`src/rtl/ysyx_22041461_macro_pkg.sv`:
```
// Shared IFU constants: FSM state encoding, default reset PC and the NOP word
// that the instruction register holds out of reset.
package ysyx_22041461_macro_pkg;

  localparam logic [1:0] IFU_IDLE = 2'd0;
  localparam logic [1:0] IFU_REQ  = 2'd1;
  localparam logic [1:0] IFU_WAIT = 2'd2;
  localparam logic [1:0] IFU_HOLD = 2'd3;

  localparam logic [63:0] IFU_RESET_PC = 64'h0000_0000_8000_0000;
  localparam logic [31:0] IFU_NOP      = 32'h0000_0013;

  // Sequential successor of a fetch address; the add wraps modulo 2^64.
  function automatic logic [63:0] ifu_seq_pc(input logic [63:0] cur_pc);
    return cur_pc + 64'd4;
  endfunction

endpackage

```
`src/rtl/ysyx_22041461_Reg.sv`:
```
// Generic register with synchronous active-high reset and write enable,
// used by the IFU for its PC, instruction and decode-side pc registers.
module ysyx_22041461_Reg #(
  parameter int               WIDTH     = 1,
  parameter logic [WIDTH-1:0] RESET_VAL = '0
) (
  input  logic             clk,
  input  logic             rst,
  input  logic             wen,
  input  logic [WIDTH-1:0] din,
  output logic [WIDTH-1:0] dout
);

  always_ff @(posedge clk) begin
    if (rst) begin
      dout <= RESET_VAL;
    end else if (wen) begin
      dout <= din;
    end
  end

endmodule

```
`src/rtl/ysyx_22041461_ifu.sv`:
```
// Instruction fetch unit: one outstanding fetch, a holding slot toward decode,
// and redirect handling that drops in-flight responses.
// Optional performance counters are enabled by YSYX_22041461_IFU_PERF_EN.
module ysyx_22041461_ifu
  import ysyx_22041461_macro_pkg::*;
#(
  parameter logic [63:0] RESET_PC = IFU_RESET_PC
) (
  input  logic        clk,
  input  logic        rst,
  output logic        fetch_req_valid,
  input  logic        fetch_req_ready,
  output logic [63:0] fetch_addr,
  input  logic        fetch_rsp_valid,
  input  logic [31:0] fetch_rsp_data,
  output logic        IF_valid_out,
  output logic [31:0] inst,
  output logic [63:0] pc,
  input  logic        ID_ready,
  input  logic        IF_ctrl,
  input  logic [63:0] next_pc
`ifdef YSYX_22041461_IFU_PERF_EN
  ,
  output logic [63:0] perf_fetch_cnt,
  output logic [63:0] perf_drop_cnt
`endif
);

  logic [1:0]  state;
  logic [1:0]  state_nxt;
  logic        drop;
  logic        drop_nxt;
  logic [63:0] redir_pc;
  logic [63:0] redir_pc_nxt;
  logic [63:0] pc_reg;
  logic [63:0] pc_din;
  logic        pc_wen;
  logic        capture;

  ysyx_22041461_Reg #(.WIDTH(64), .RESET_VAL(RESET_PC)) u_pc_reg (
    .clk  (clk),
    .rst  (rst),
    .wen  (pc_wen),
    .din  (pc_din),
    .dout (pc_reg)
  );

  ysyx_22041461_Reg #(.WIDTH(32), .RESET_VAL(IFU_NOP)) u_inst_reg (
    .clk  (clk),
    .rst  (rst),
    .wen  (capture),
    .din  (fetch_rsp_data),
    .dout (inst)
  );

  ysyx_22041461_Reg #(.WIDTH(64), .RESET_VAL(RESET_PC)) u_out_pc_reg (
    .clk  (clk),
    .rst  (rst),
    .wen  (capture),
    .din  (pc_reg),
    .dout (pc)
  );

  assign fetch_req_valid = (state == IFU_REQ);
  assign fetch_addr      = pc_reg;
  assign IF_valid_out    = (state == IFU_HOLD);

  // A redirect during REQ/WAIT cannot touch pc_reg (the request must stay
  // stable), so the target is parked in redir_pc and applied on the drop.
  always_comb begin
    state_nxt    = state;
    drop_nxt     = drop;
    redir_pc_nxt = redir_pc;
    pc_wen       = 1'b0;
    pc_din       = pc_reg;
    capture      = 1'b0;
    case (state)
      IFU_IDLE: begin
        state_nxt = IFU_REQ;
        if (IF_ctrl) begin
          pc_wen = 1'b1;
          pc_din = next_pc;
        end
      end
      IFU_REQ: begin
        if (IF_ctrl) begin
          drop_nxt     = 1'b1;
          redir_pc_nxt = next_pc;
        end
        if (fetch_req_ready) begin
          state_nxt = IFU_WAIT;
        end
      end
      IFU_WAIT: begin
        if (fetch_rsp_valid) begin
          if (drop || IF_ctrl) begin
            state_nxt = IFU_REQ;
            drop_nxt  = 1'b0;
            pc_wen    = 1'b1;
            pc_din    = IF_ctrl ? next_pc : redir_pc;
          end else begin
            state_nxt = IFU_HOLD;
            capture   = 1'b1;
          end
        end else if (IF_ctrl) begin
          drop_nxt     = 1'b1;
          redir_pc_nxt = next_pc;
        end
      end
      IFU_HOLD: begin
        if (IF_ctrl) begin
          state_nxt = IFU_REQ;
          pc_wen    = 1'b1;
          pc_din    = next_pc;
        end else if (ID_ready) begin
          state_nxt = IFU_REQ;
          pc_wen    = 1'b1;
          pc_din    = ifu_seq_pc(pc_reg);
        end
      end
      default: state_nxt = IFU_IDLE;
    endcase
  end

  always_ff @(posedge clk) begin
    if (rst) begin
      state    <= IFU_IDLE;
      drop     <= 1'b0;
      redir_pc <= RESET_PC;
    end else begin
      state    <= state_nxt;
      drop     <= drop_nxt;
      redir_pc <= redir_pc_nxt;
    end
  end

`ifdef YSYX_22041461_IFU_PERF_EN
  logic fetch_evt;
  logic drop_evt;

  // A HOLD handshake counts as a fetch even when it coincides with a redirect.
  assign fetch_evt = (state == IFU_HOLD) && ID_ready;
  assign drop_evt  = (state == IFU_WAIT) && fetch_rsp_valid && (drop || IF_ctrl);

  always_ff @(posedge clk) begin
    if (rst) begin
      perf_fetch_cnt <= 64'd0;
      perf_drop_cnt  <= 64'd0;
    end else begin
      if (fetch_evt) begin
        perf_fetch_cnt <= perf_fetch_cnt + 64'd1;
      end
      if (drop_evt) begin
        perf_drop_cnt <= perf_drop_cnt + 64'd1;
      end
    end
  end
`else
  // Counters are not built in this configuration.
`endif

endmodule

```
`config.mk`:
```
export PLATFORM = sky130hd
export DESIGN_NAME = ysyx_22041461_ifu
export DESIGN_NICKNAME = d
export VERILOG_FILES = /design/src/rtl/ysyx_22041461_macro_pkg.sv /design/src/rtl/ysyx_22041461_Reg.sv /design/src/rtl/ysyx_22041461_ifu.sv
export SDC_FILE = /design/constraint.sdc
export NUM_CORES = 1
export LEC_CHECK = 0
export ABC_CLOCK_PERIOD_IN_PS = 2600
export CAP_MARGIN = 20
export CORE_ASPECT_RATIO = 0.8
export CORE_UTILIZATION = 48
export CTS_CLUSTER_SIZE = 8
export DETAILED_ROUTE_END_ITERATION = 16
export HOLD_SLACK_MARGIN = 0.02
export PLACE_DENSITY_LB_ADDON = 0.15
export SLEW_MARGIN = 40
export SYNTH_ARGS = -nofsm -noshare
export SYNTH_HDL_FRONTEND = slang
export SYNTH_HIERARCHICAL = 1
export SYNTH_SLANG_ARGS = --single-unit
```
`constraint.sdc`:
```
create_clock -name clk -period 2.6 [get_ports clk]
set_input_delay 0.39 -clock clk [delete_from_list [all_inputs] [get_ports clk]]
set_output_delay 0.39 -clock clk [all_outputs]
set_load 0.01 [all_outputs]
```
==> results.md <==
- Status: finished, final reports clean
- Placer Congestion: 0.956
- Period utilization: a little over nine tenths
- Startpoint Class: flip-flop
- Number of synthesized flops with an enable pin: 0
- WP data arrival: approximately 2100 ps
- Mapped Cells: 1699
- Global-route wire length before repair: 75.5 mm
- Initial Util: 49.0%
- PwrDens: 570 nW/um^2
- Layout cells sized above 1: around 14%
- Clk Latency, worst-skew pair: 520 ps
- Post-route ant nets: 0
- WL/cell: approximately 21 um
- Rows: between 50 and 60
- Placed wire-length estimate: ~35 mm
- CTS clk-pin slew, worst paths: 50 ps
- Number of global-route vias before repair: 13.6k
- Area of the core: 27400 um^2
- Final core utilization: 67.1%
- Synthesized cell area: 13400 um^2
- Routed WL: 49.5 mm
- Clock buffer depth: 3
- Slew of the pin with the lowest slew margin: 644 ps
- HP Class: in2reg
- DR vias: ~15k
- Port Buf Inserts: between 200 and 300
- Synthesis-to-finish area growth: 37.0%
- MaxCap Viol Count: 0
- Initial DRC count: between 1.5k and 2k
- CP Capture Type: output port
- Initial antenna violation count: 0
- Ys flop type: dfxtp_1
- Post-synthesis cell type count: 81
- Crit-path cells: inv_1 -> ha_4 -> buf_12 -> clkdlybuf4s50_1
- H-tree depth: 2
- Power consumption: 10.5 mW
- F_max: 400 MHz
- Nets: 2151
- Drt pass-1 iters: 8
- I/O pin count: 264
- Final Hold Vio Count: 0
- DR vias/cell: around 6.0
- Synth warnings: 6
- Kind of critical path: reg2out
- Slew Limit Fails: 0
- Post-synthesis register bit count: 227
- Root Buffer: clkbuf_16
- Leakage Power: between 6 and 7 nW
- Filler cell count: 2306
- Die Span X: between 150 and 200 um
- Pin count of the biggest net entering global routing: 76
- Fin crit period: 2500 ps
- WP data required: 2210 ps
- Post-route DRC violation count: 0
- Num CTS Buffers: 34
- Worst hold margin: 324 ps
- Synthesized area per cell: 7.89 um^2
- Slew HR: between 50 and 60%
- N_diodes: 0
- Fraction of registers with async set or reset after synthesis: 0%
- Critical-path maximum fanout: 28
- Total grt overflow: 0
- Net count after synthesis: about 1.8k
- Endpoints failing setup: 0
- Peak VDD IR: 0.505 mV
- Register area share after synthesis: 33.9%
- Hold_buf cts: 0
- Die H: 151 um
- Die area: 28600 um^2
- CTS tree: done
- Worst Skew: 14.3 ps
- Max incr delay on CP: approximately 570 ps
- Clock Sinks: approximately 230
- Gr usage total: 33.6%
- CP max-delay cell: clkdlybuf4s50_1
[routing by layer]
layer / vias up / track usage [%] / routed length [um] / share of wire [%]
met5: - / 0 / 0 / 0
met4: 0 / 11.5 / 1210 / 2.4
met3: 104 / 7.74 / 5480 / 11
met2: 800 / 51.5 / 21300 / 43
met1: 6893 / 46.3 / 21500 / 43
li1: 6749 / - / - / -
[metrics by stage]
step | instance area, um^2 | worst slack (ps) | std cells | TNS [ps]
floorplan | 13400 | 25.7 | 1699 | 0
global placement | 17300 | -98.9 | 2369 | -327
detailed placement | 17300 | -133 | 2369 | -868
CTS | 18300 | 1.96 | 2409 | 0
global route | 18400 | -46.4 | 2410 | -93.2
finish | 18400 | 97.1 | 2410 | 0
[final timing paths]
path                         start                  end  slack [ps]  cells after the start
hold / removal                 rst  u_inst_reg/dout[22]         320                      2
setup / recovery          state[1]      fetch_req_valid         100                      4
setup reg to reg  u_pc_reg/dout[8]    u_pc_reg/dout[52]         100                      8
hold reg to reg       redir_pc[39]         redir_pc[39]         450                      2
[repair_timing]
action                     in CTS  in global routing
gates resized for setup         0                 24
buffers inserted                0                  1
setup endpoints to repair       2                 50
gates cloned                    1                  0
pin swaps                       1                  3
[state kept, by name, summed over array words and instances, names as in the netlist]
register           count
u_pc_reg/dout         64
u_inst_reg/dout       32
redir_pc              64
state                  2
drop                   1
u_out_pc_reg/dout     64
[cell families after synthesis]
kind of cell | synth area share, %
AOI/OAI and AO/OA | 17.9
xor gates and xnor gates | 0.654
adders and majority gates | 0.560
buffers and inverters | 6.60
DFF | 33.9
muxes | 17.4
and+or+nand+nor | 22.9
[final cells by class]
type                            instances  area [um^2]  area share, %
Multi-Input combinational cell       1303         8060           43.9
Timing Repair Buffer                  449         4260           23.2
Clock buffer                           35          855           4.65
Sequential cell                       227         4560           24.8
Tap cell                              364          455           2.48
Inverter                               28          105          0.572
Clock inverter                          4         63.8          0.348
[Yosys cell counts, types with 12 or more instances]
cell | number | area share, %
inv_1 | 27 | 0.76
dfxtp_1 | 227 | 34
buf_1 | 19 | 0.53
nor4_1 | 14 | 0.65
buf_2 | 20 | 0.75
clkbuf_1 | 77 | 2.2
mux2i_1 | 222 | 17
nor3_1 | 30 | 1.1
a31oi_1 | 16 | 0.75
nand2_1 | 263 | 7.4
a21oi_1 | 137 | 5.1
nand4_1 | 26 | 1.2
a222oi_1 | 15 | 1.1
o221ai_1 | 14 | 0.91
o211ai_1 | 14 | 0.78
nor2_1 | 233 | 6.5
nand3_1 | 31 | 1.2
buf_8 | 12 | 1.3
o21ai_0 | 85 | 3.2
nor2b_1 | 12 | 0.56
[critical path, delay by kind of cell (launching register included)]
kind	cells	cell delay, ps
buffers and inverters	3	960
flip-flops	1	350
adder cells (fa/ha/maj)	1	260
[placed cells by master (no fill, tap or decap), types with 15 or more instances in the layout]
| master | Yosys | final |
|---|---|---|
| nand2_1 | 263 | 261 |
| clkdlybuf4s50_1 | 0 | 261 |
| nor2_1 | 233 | 233 |
| mux2i_1 | 222 | 222 |
| dfxtp_1 | 227 | 215 |
| buf_4 | 4 | 168 |
| a21oi_1 | 137 | 136 |
| o21ai_0 | 85 | 85 |
| clkbuf_16 | 0 | 34 |
| nand3_1 | 31 | 30 |
| nor3_1 | 30 | 29 |
| inv_1 | 27 | 27 |
| nand4_1 | 26 | 26 |
| a31oi_1 | 16 | 16 |
| buf_12 | 3 | 16 |
| a222oi_1 | 15 | 15 |
[power breakdown]
| part | total, mW | internal, mW | leakage (nW) | switching [mW] |
|---|---|---|---|---|
| combinational | 2.63 | 1.14 | 4.35 | 1.49 |
| clock | 4.04 | 2.42 | 0.450 | 1.62 |
| sequential | 3.79 | 3.65 | 1.84 | 0.142 |
| total | 10.5 | 7.21 | 6.65 | 3.25 |
Note: power is estimated with default switching activity, not from simulation.
